[src/rtl/mux_key_sync.sv]
// Key->value lookup over a packed (key, data) table; highest-index match wins.
// Combinational result plus a 1-cycle registered copy with synchronous active-low reset.
module mux_key_sync #(
   parameter int                  NR_KEY   = 2,
   parameter int                  KEY_LEN  = 1,
   parameter int                  DATA_LEN = 1,
   parameter logic [DATA_LEN-1:0] DEFAULT  = '0
) (
   input  logic                                    clk,
   input  logic                                    rst_n,
   input  logic [KEY_LEN-1:0]                      key,
   input  logic [NR_KEY*(KEY_LEN+DATA_LEN)-1:0]    lut,
   output logic [DATA_LEN-1:0]                     out,
   output logic                                    hit,
   output logic [DATA_LEN-1:0]                     out_q,
   output logic                                    hit_q
);

   localparam int PAIR = KEY_LEN + DATA_LEN;

   logic [NR_KEY-1:0]   match;
   logic [DATA_LEN-1:0] pair_data [NR_KEY];

   genvar i;
   generate
      for (i = 0; i < NR_KEY; i++) begin : g_pair
         assign match[i]     = (lut[PAIR*i + DATA_LEN +: KEY_LEN] == key);
         assign pair_data[i] = lut[PAIR*i +: DATA_LEN];
      end
   endgenerate

   // Ascending scan: a later (higher-index) match overrides an earlier one.
   always_comb begin
      out = DEFAULT;
      hit = 1'b0;
      for (int j = 0; j < NR_KEY; j++) begin
         if (match[j]) begin
            out = pair_data[j];
            hit = 1'b1;
         end
      end
   end

   always_ff @(posedge clk) begin
      if (!rst_n) begin
         out_q <= '0;
         hit_q <= 1'b0;
      end else begin
         out_q <= out;
         hit_q <= hit;
      end
   end

endmodule

[config.mk]
export PLATFORM = sky130hd
export DESIGN_NAME = mux_key_sync
export DESIGN_NICKNAME = d
export VERILOG_FILES = /design/src/rtl/mux_key_sync.sv
export SDC_FILE = /design/constraint.sdc
export NUM_CORES = 1
export LEC_CHECK = 0
export BUFFER_PORTS_ARGS = -buffer_cell sky130_fd_sc_hd__buf_2
export CAP_MARGIN = 20
export CORE_AREA = 3 3 40 42
export CTS_BUF_LIST = sky130_fd_sc_hd__clkbuf_8
export CTS_CLUSTER_DIAMETER = 80
export DETAILED_ROUTE_END_ITERATION = 10
export DIE_AREA = 0 0 43 45
export PLACE_DENSITY = 0.3
export SLEW_MARGIN = 20
export SYNTH_ARGS = -nofsm -noshare
export SYNTH_HDL_FRONTEND = slang
export SYNTH_SLANG_ARGS = --single-unit
[constraint.sdc]
create_clock -name clk -period 0.8 [get_ports clk]
set_input_delay 0.16 -clock clk [delete_from_list [all_inputs] [get_ports clk]]
set_output_delay 0.16 -clock clk [all_outputs]
set_load 0.02 [all_outputs]
* After elaboration in Yosys (flattened, before gate mapping)
Cells that the tools add are included.
** Word-level totals
- Bits in registers :: 2
- Input bits :: 7
- Output and inout port bits :: 4
- Logic and storage cells :: 8
** Operators by class
- Equal/unequal tests :: 2
- Muxes and demuxes :: 4
** Operator list (count)
- 2-to-1 mux 1 bit :: 4
- equality test 1 bit :: 2

* Logic depth before layout (Yosys ltp)
Gate-level depths: netlist of run 1.
- Depth after elaboration :: 3
- Depth in mapped cells :: 3

* Worst setup path after synthesis of run 1
No wires, ideal clock.
- Path type :: input to register
- Start :: input lut[3]
- End :: register hit_q
- Setup time :: 0.060 ns
- Arrival time :: 0.840 ns
- Data required time :: 0.740 ns
- Slack :: -0.100 ns
- Stages :: 3
- Path through :: nor2b_1 > a21oi_1 > and2_1
** On the way
- Cells in the longest elaborated chain, start to end :: 2
** RTL lines
- start: declaration :: line 12 : input logic [NR_KEY*(KEY_LEN+DATA_LEN)-1:0] lut,
- equality test 1 bit :: line 27 : assign match[i] = (lut[PAIR*i + DATA_LEN +: KEY_LEN] == key);
- 2-to-1 mux 1 bit :: line 37 : if (match[j]) begin
- via hit :: line 14 : output logic hit,
- end signal: assignment :: line 50 : hit_q <= hit;
- end: declaration :: line 16 : output logic hit_q
The timed path passes the listed nets, and every way through them passes these cells.
A chain may end at the register's enable or synchronous reset.

* Final worst setup path of run 1
- Start :: input lut[1]
- End :: output out
** On the way
- Cells in the longest elaborated chain, start to end :: 3
** RTL lines
- equality test 1 bit :: line 27
- 2-to-1 mux 1 bit (2 in a row) :: line 37
- end: declaration :: line 13 : output logic [DATA_LEN-1:0] out,
Every way passes these cells.

==> results_dict.tcl, run 1 <==
set metrics [dict create \
    rsz0062_at_grt "yes" \
    drc 0 \
    fmax_ghz 1.02 \
    period_share_pct 122 \
    relSlewSlack_pct 84.5 \
    vias 153 \
    tritoncts "yes" \
    yosysSeqAreaShare_pct 33.3 \
    die-height_um 45 \
    synth_seq_cells 2 \
    syn_to_final_growth_pct 185 \
    coreArea_mm2 0.00128 \
    grt_pass1_vias 170 \
    critPathKind "primary input to output port" \
    cts_root_buf "clkbuf_8" \
    finalSetupViolations 2 \
    synth_top_cell_by_area "dfxtp_1" \
    drtIter0Drc 0 \
    drt-pass1-iter-count 1 \
    dpl-instance-area_um2 219 \
    dpl.hpwl_um 290 \
    status "complete, but fails checks" \
    place_congestion 0.664 \
    fin_ws_ns -0.180 \
    critPathLaunchType "primary input" \
    cts_buffer_depth 2 \
    synthCells 13 \
    io_buffers 10 \
    synth_nets 20 \
    grt.total_usage_pct 5.32 \
    hold_violations 0 \
    syn_area_per_cell_um2 9.24 \
    num_io_pins 11 \
    final-max-slew-violation-count 0 \
    die_area_mm2 0.00194 \
    tns_ns -0.214 \
    clock_sinks 2 \
    drive_gt1_share_pct 75.0 \
    wl_um 398 \
    antenna_left 0 \
    core.rowCount 13 \
    violations "negative setup slack" \
    fillers 145 \
    cp.arrival_ns 0.82 \
    cts.clk_slew.worst_paths_ns 0.03 \
    final-seq-area_um2 41.3 \
    overflow 0 \
    layout_common_cells "buf_6, clkbuf_8, buf_2" \
    wl_per_cell_um 9.26 \
    final_common_cell "buf_6" \
    multiInputGateArea_um2 125 \
    synth_area_leaders "dfxtp_1, a32oi_2, nand3b_1, and2_1, a21boi_1" \
    cp_max_fo 4 \
    tightest_slew_ns 0.232 \
    cp.required_ns 0.64 \
    via_per_inst 3.56 \
    cts_buffers 3 \
    antenna_cells 0 \
    h-tree-depth 1 \
    antenna_found_initial 0 \
    cellPowerDensity_mw_per_mm2 1920 \
    p_leak_nw 0.148 \
    fin_area_um2 343 \
    die_w_um 43 \
    netlist.area_leader.share_pct 33.3 \
    yosysWarnings 0 \
    layout.nets 37 \
    end_kind "output port" \
    ctsHoldBuffers 0 \
    hold_path_class "primary input to flip-flop" \
    synth_cell_type_count 10 \
    grt_max_degree 7 \
    initial_utilization_pct 9.35 \
    syn_area_um2 120 \
    max-cap-violations 0 \
    grt_first_pass_wirelength_um 641 \
    min_period_ns 0.980 \
    ir_worst_vdd_uv 413 \
]
[power by group]
group,switching (mW),leakage [nW],internal [mW]
registers,0.00317,0.0170,0.109
logic,0.0665,0.109,0.0901
clock network,0.0710,0.0216,0.317
[layer usage]
| metal | GRT usage, % | vias up | wire length (um) |
|---|---|---|---|
| met5 | 0 | - | 0 |
| met2 | 7.19 | 10 | 182 |
| met4 | 7.23 | 0 | 0 |
| met1 | 4.32 | 67 | 161 |
| li1 | - | 76 | - |
| met3 | 3.98 | 0 | 54 |
[worst paths after layout]
kind / endpoint / cells past startpoint / from / slack (ns)
hold / removal: hit_q$_SDFF_PN0_ / 2 / rst_n / 0.17
setup / recovery: out / 4 / lut[1] / -0.18
[synthesized netlist by cell type]
library cell,instances
and2_1,2
dfxtp_1,2
nand3b_1,2
a21boi_1,1
a21oi_1,1
a32oi_2,1
inv_1,1
nand2b_1,1
nor2b_1,1
nor3b_1,1
[through the flow]
stage | instances | power [mW] | util [%] | setup slack (ns) | hold slack [ns]
2_1_floorplan | 13 | 0.172 | - | -0.0250 | 0.282
3_3_place_gp | 39 | 0.218 | 17.0 | -0.223 | 0.388
3_5_place_dp | 39 | 0.218 | 17.0 | -0.243 | 0.385
4_1_cts | 43 | 0.662 | 25.7 | -0.192 | 0.171
5_1_grt | 43 | 0.691 | 26.7 | -0.224 | 0.178
6_report | 43 | 0.657 | 26.7 | -0.180 | 0.173
[flip-flops by register name (all words and copies together) (netlist names)]
register	flops
hit_q	1
out_q	1
[area by class of cell]
| type | count | area share (%) |
|---|---|---|
| Inverter | 1 | 1.09 |
| Clock buffer | 3 | 12.0 |
| Timing Repair Buffer | 12 | 32.8 |
| Sequential cell | 2 | 12.0 |
| Multi-Input combinational cell | 10 | 36.5 |
| Tap cell | 15 | 5.47 |
[cell families (layout without fill, tap and decap cells)]
group | after synthesis | after routing | share of synthesized area, %
AND/OR/NAND/NOR | 7 | 7 | 39.6
AO/OA/AOI/OAI | 3 | 3 | 24.0
buffers and inverters | 1 | 16 | 3.12
flip-flops | 2 | 2 | 33.3
[what timing repair did]
item	in CTS	in global routing
endpoints found under the setup margin	4	3
gates resized for setup	18	3
hold endpoints to repair	0	0
pin swaps	1	0
setup buffers	1	0
[critical path, cell delays in order]
cell and delay, ns:
buf_8 0.10, nand3b_1 0.19, a32oi_4 0.22, buf_6 0.15
Note: power is estimated with default switching activity, not from simulation.
==> inputs of run 2 (changes only) <==
- clock period: 0.8 -> 1.07 ns (I/O delays scaled with it)
==> run 2 against run 1 <==
Against the previous run:
- the flow now finishes without violations
- via count fell by 3.9%
- design area shrank 21%
- count of clock-buffer cells in the layout unchanged
- routed wire length fell by 9.3%
- first-iteration DRC count is the same
- final cell count fell by 2.3%
- critical path depth did not move
- sequential power decreased by 27%
==> results_dict.tcl, run 2 (synthesized netlist as in run 1, its figures left out) <==
set metrics [dict create \
    status "completed" \
    rsz0062_at_grt "yes" \
    cts_buffer_depth 2 \
    cp_max_fo 3 \
    core.rowCount 13 \
    grt.total_usage_pct 4.82 \
    hold_ws_ns 0.222 \
    grt_max_degree 7 \
    finalSetupViolations 0 \
    syn_to_final_growth_pct 126 \
    cts_root_buf "clkbuf_8" \
    p_int_uw 360 \
    fmax_ghz 0.938 \
    drc 0 \
    final-max-slew-violation-count 0 \
    ir_worst_vdd_uv 371 \
    wl_um 361 \
    drt-pass1-iter-count 1 \
    final_common_cell "buf_2" \
    p_leak_nw 0.123 \
    coreArea_mm2 0.00128 \
    initial_utilization_pct 9.35 \
    max-cap-violations 0 \
    cellPowerDensity_mw_per_mm2 1670 \
    die_area_mm2 0.00194 \
    critPathLaunchType "primary input" \
    clkPwrFrac_pct 63.7 \
    relSlewSlack_pct 88.1 \
    vias 147 \
    cts.clk_slew.worst_paths_ns 0.03 \
    num_io_pins 11 \
    tightest_slew_ns 0.179 \
    place_congestion 0.715 \
    drtIter0Drc 0 \
    tns_ns 0 \
    clock_sinks 2 \
    period_share_pct 99.7 \
    drive_gt1_share_pct 66.7 \
    pwr-share-seq_pct 18.1 \
    cts_buffers 3 \
    die_w_um 43 \
    cp.required_ns 0.86 \
    h-tree-depth 1 \
    grt_first_pass_wirelength_um 593 \
    overflow 0 \
    min_period_ns 1.07 \
    combPwrFrac_pct 18.2 \
    dpl.hpwl_um 274 \
    reg_top3 "hit_q: 1 flops, out_q: 1 flops" \
    hold_path_class "primary input to flip-flop" \
    crit_path_start "lut[1]" \
    io_buffers 10 \
    antenna_cells 0 \
    grt_pass1_vias 153 \
    antenna_found_initial 0 \
    end_kind "output port" \
    p_switching_uw 92.1 \
    critPathKind "primary input to output port" \
    fillers 138 \
    layout_common_cells "buf_2, clkbuf_8, buf_4" \
    finalPower_uw 452 \
    hold_violations 0 \
    via_per_inst 3.50 \
    cp.arrival_ns 0.85 \
    antenna_left 0 \
    layout.nets 36 \
    wl_per_cell_um 8.60 \
    tritoncts "yes" \
    switching_share_pct 20.4 \
    die-height_um 45 \
    min_from "rst_n" \
    postCtsSetupBuffers 0 \
]
-- run 2: repair_timing --
| item | in CTS | in global routing |
|---|---|---|
| resized for setup | 7 | 1 |
| gates cloned | 0 | 0 |
| hold endpoints to repair | 0 | 0 |
| hold buffers | 0 | 0 |
| setup endpoints to repair | 2 | 2 |
| pin swaps | 1 | 1 |
-- run 2: power by group through the flow --
stage	combinational [mW]	sequential, mW	clock (mW)
5_1_grt	0.0896	0.0822	0.318
3_5_place_dp	0.0685	0.0827	0
6_report	0.0825	0.0818	0.288
3_3_place_gp	0.0667	0.0828	0
2_1_floorplan	0.0284	0.0904	0
4_1_cts	0.0816	0.0819	0.297
-- run 2: layout make-up --
class / instances / area [um^2] / area share (%)
Clock buffer: 3 / 41.3 / 15.2
Sequential cell: 2 / 40.0 / 14.7
Multi-Input combinational cell: 10 / 92.6 / 34.1
Tap cell: 15 / 18.8 / 6.91
Inverter: 1 / 3.75 / 1.38
Timing Repair Buffer: 11 / 75.1 / 27.6
-- run 2: path summary, 6_finish.rpt --
path / to / slack [ns] / cells past startpoint
setup / recovery: out / 0.003 / 4
hold / removal: hit_q$_SDFF_PN0_ / 0.22 / 2
-- run 2: metal layers --
metal  share of wire (%)  global-route usage (%)  up-vias
met3                  19                    3.59        0
met5                   0                       0        -
li1                    -                       -       74
met2                  42                    6.59       13
met4                   0                    5.42        0
met1                  39                    4.31       60
-- run 2: critical path, cell delays in order --
cell	delay [ns]
buf_6	0.09
nand3b_1	0.17
a32oi_2	0.20
buf_4	0.17
-- run 2: through the flow --
stage,worst slack (ns),area [um^2],util (%),instances
floorplan,0.116,120,-,13
CTS,-0.00977,268,20.8,42
detailed placement,-0.0739,196,15.3,39
global placement,-0.0515,196,15.3,39
finish,0.00350,272,21.1,42
global route,-0.0364,272,21.1,42
==> inputs of run 3 (changes only) <==
- BUFFER_PORTS_ARGS: -buffer_cell sky130_fd_sc_hd__buf_2 -> -buffer_cell sky130_fd_sc_hd__clkbuf_2
==> run 3 against run 2 <==
Against the previous run:
- the flow now finishes with violations (negative setup slack)
- routed wire length down 1.1%
- final cell count unchanged
- sequential power up 0.5%
- sequential share of layout area unchanged
- critical path depth unchanged
- maximum frequency down 5.4%
- via count up 2.0%
- design area unchanged
- clock power up 1%
- power up 1.1%
- critical path type unchanged
- critical endpoint unchanged
- largest power group unchanged
- highest routed layer unchanged
==> results_dict.tcl, run 3 (synthesized netlist as in run 1, its figures left out) <==
set metrics [dict create \
    status "complete, but fails checks" \
    violations "negative setup slack" \
    via_per_inst 3.57 \
    cp.required_ns 0.86 \
    cts_buffer_depth 2 \
    reg_top3 "hit_q: 1 flops, out_q: 1 flops" \
    cp.arrival_ns 0.91 \
    num_io_pins 11 \
    overflow 0 \
    relSlewSlack_pct 85.4 \
    min_period_ns 1.13 \
    finalPower_uw 457 \
    fin_ws_ns -0.0568 \
    cts.clk_slew.worst_paths_ns 0.03 \
    core.rowCount 13 \
    cellPowerDensity_mw_per_mm2 1690 \
    cts_root_buf "clkbuf_8" \
    ctsHoldBuffers 0 \
    layout_common_cells "clkbuf_2, clkbuf_8" \
    layout.nets 36 \
    antenna_cells 0 \
    final-max-slew-violation-count 0 \
    rsz0062_at_grt "yes" \
    hold_path_class "primary input to flip-flop" \
    dpl.hpwl_um 293 \
    period_share_pct 105 \
    end_kind "output port" \
    coreArea_mm2 0.00128 \
    p_leak_nw 0.124 \
    fin_cells 42 \
    die_w_um 43 \
    grt_first_pass_wirelength_um 586 \
    max-cap-violations 0 \
    drive_gt1_share_pct 63.0 \
    clock_sinks 2 \
    cp_max_fo 3 \
    dpl.cell_count 39 \
    drt-pass1-iter-count 2 \
    die-height_um 45 \
    grt.total_usage_pct 4.82 \
    grt_max_degree 7 \
    wl_per_cell_um 8.50 \
    ir_worst_vdd_uv 168 \
    hold_ws_ns 0.228 \
    final_common_cell "clkbuf_2" \
    initial_utilization_pct 9.35 \
    drc 0 \
    drtIter0Drc 2 \
    io_buffers 10 \
    hold_violations 0 \
    syn_to_final_growth_pct 126 \
    antenna_left 0 \
    tritoncts "yes" \
    tightest_slew_ns 0.220 \
    vias 150 \
    die_area_mm2 0.00194 \
    place_ws_ns -0.0870 \
    fin_util_pct 21.1 \
    finalSetupViolations 1 \
    place_congestion 0.677 \
    postCtsSetupBuffers 0 \
    critPathLaunchType "primary input" \
    critPathKind "primary input to output port" \
    h-tree-depth 1 \
    antenna_found_initial 0 \
    wl_um 357 \
    grt_pass1_vias 149 \
    fmax_ghz 0.887 \
    cts_buffers 3 \
]
run 3: cell count changes in the layout (fill, tap and decap cells not counted), sizes merged:
cell    previous run  this run
buf               11         3
clkbuf             3        11
run 3: worst max-delay path, cell delays in order:
cell and delay (ns):
buf_6 0.09, nand3b_1 0.16, a32oi_2 0.26, clkbuf_8 0.19
run 3: per-layer routing:
| metal | vias up | global-route usage, % | share of wire, % |
|---|---|---|---|
| li1 | 74 | - | - |
| met5 | - | 0 | 0 |
| met2 | 11 | 4.79 | 38 |
| met4 | 0 | 9.04 | 0 |
| met1 | 65 | 4.78 | 44 |
| met3 | 0 | 2.79 | 18 |
run 3: per-stage QoR:
step / instance area (um^2) / TNS (ns)
finish: 272 / -0.0568
global route: 272 / -0.132
CTS: 246 / -0.0759
detailed placement: 196 / -0.0952
global placement: 196 / -0.0925
floorplan: 120 / 0
run 3: layout make-up:
class / instances / area (um^2)
Clock buffer: 3 / 41.3
Fill cell: 151 / 1010
Inverter: 1 / 3.75
Multi-Input combinational cell: 10 / 88.8
Sequential cell: 2 / 40.0
Tap cell: 15 / 18.8
Timing Repair Buffer: 11 / 78.8
run 3: worst paths after layout:
check | startpoint | to | slack (ns) | cells after the start
worst max-delay path | lut[1] | out | -0.06 | 4
worst min-delay path | rst_n | out_q$_SDFF_PN0_ | 0.23 | 2
run 3: power by group:
part           internal, mW  switching (mW)  leakage (nW)
registers            0.0809         0.00128        0.0167
logic                0.0432          0.0397        0.0862
clock network         0.237          0.0550        0.0216
run 3: timing repair:
item / in CTS / in global routing
pin swaps: 1 / 0
resized for setup: 2 / 6
hold endpoints to repair: 0 / 0
endpoints found under the setup margin: 2 / 2
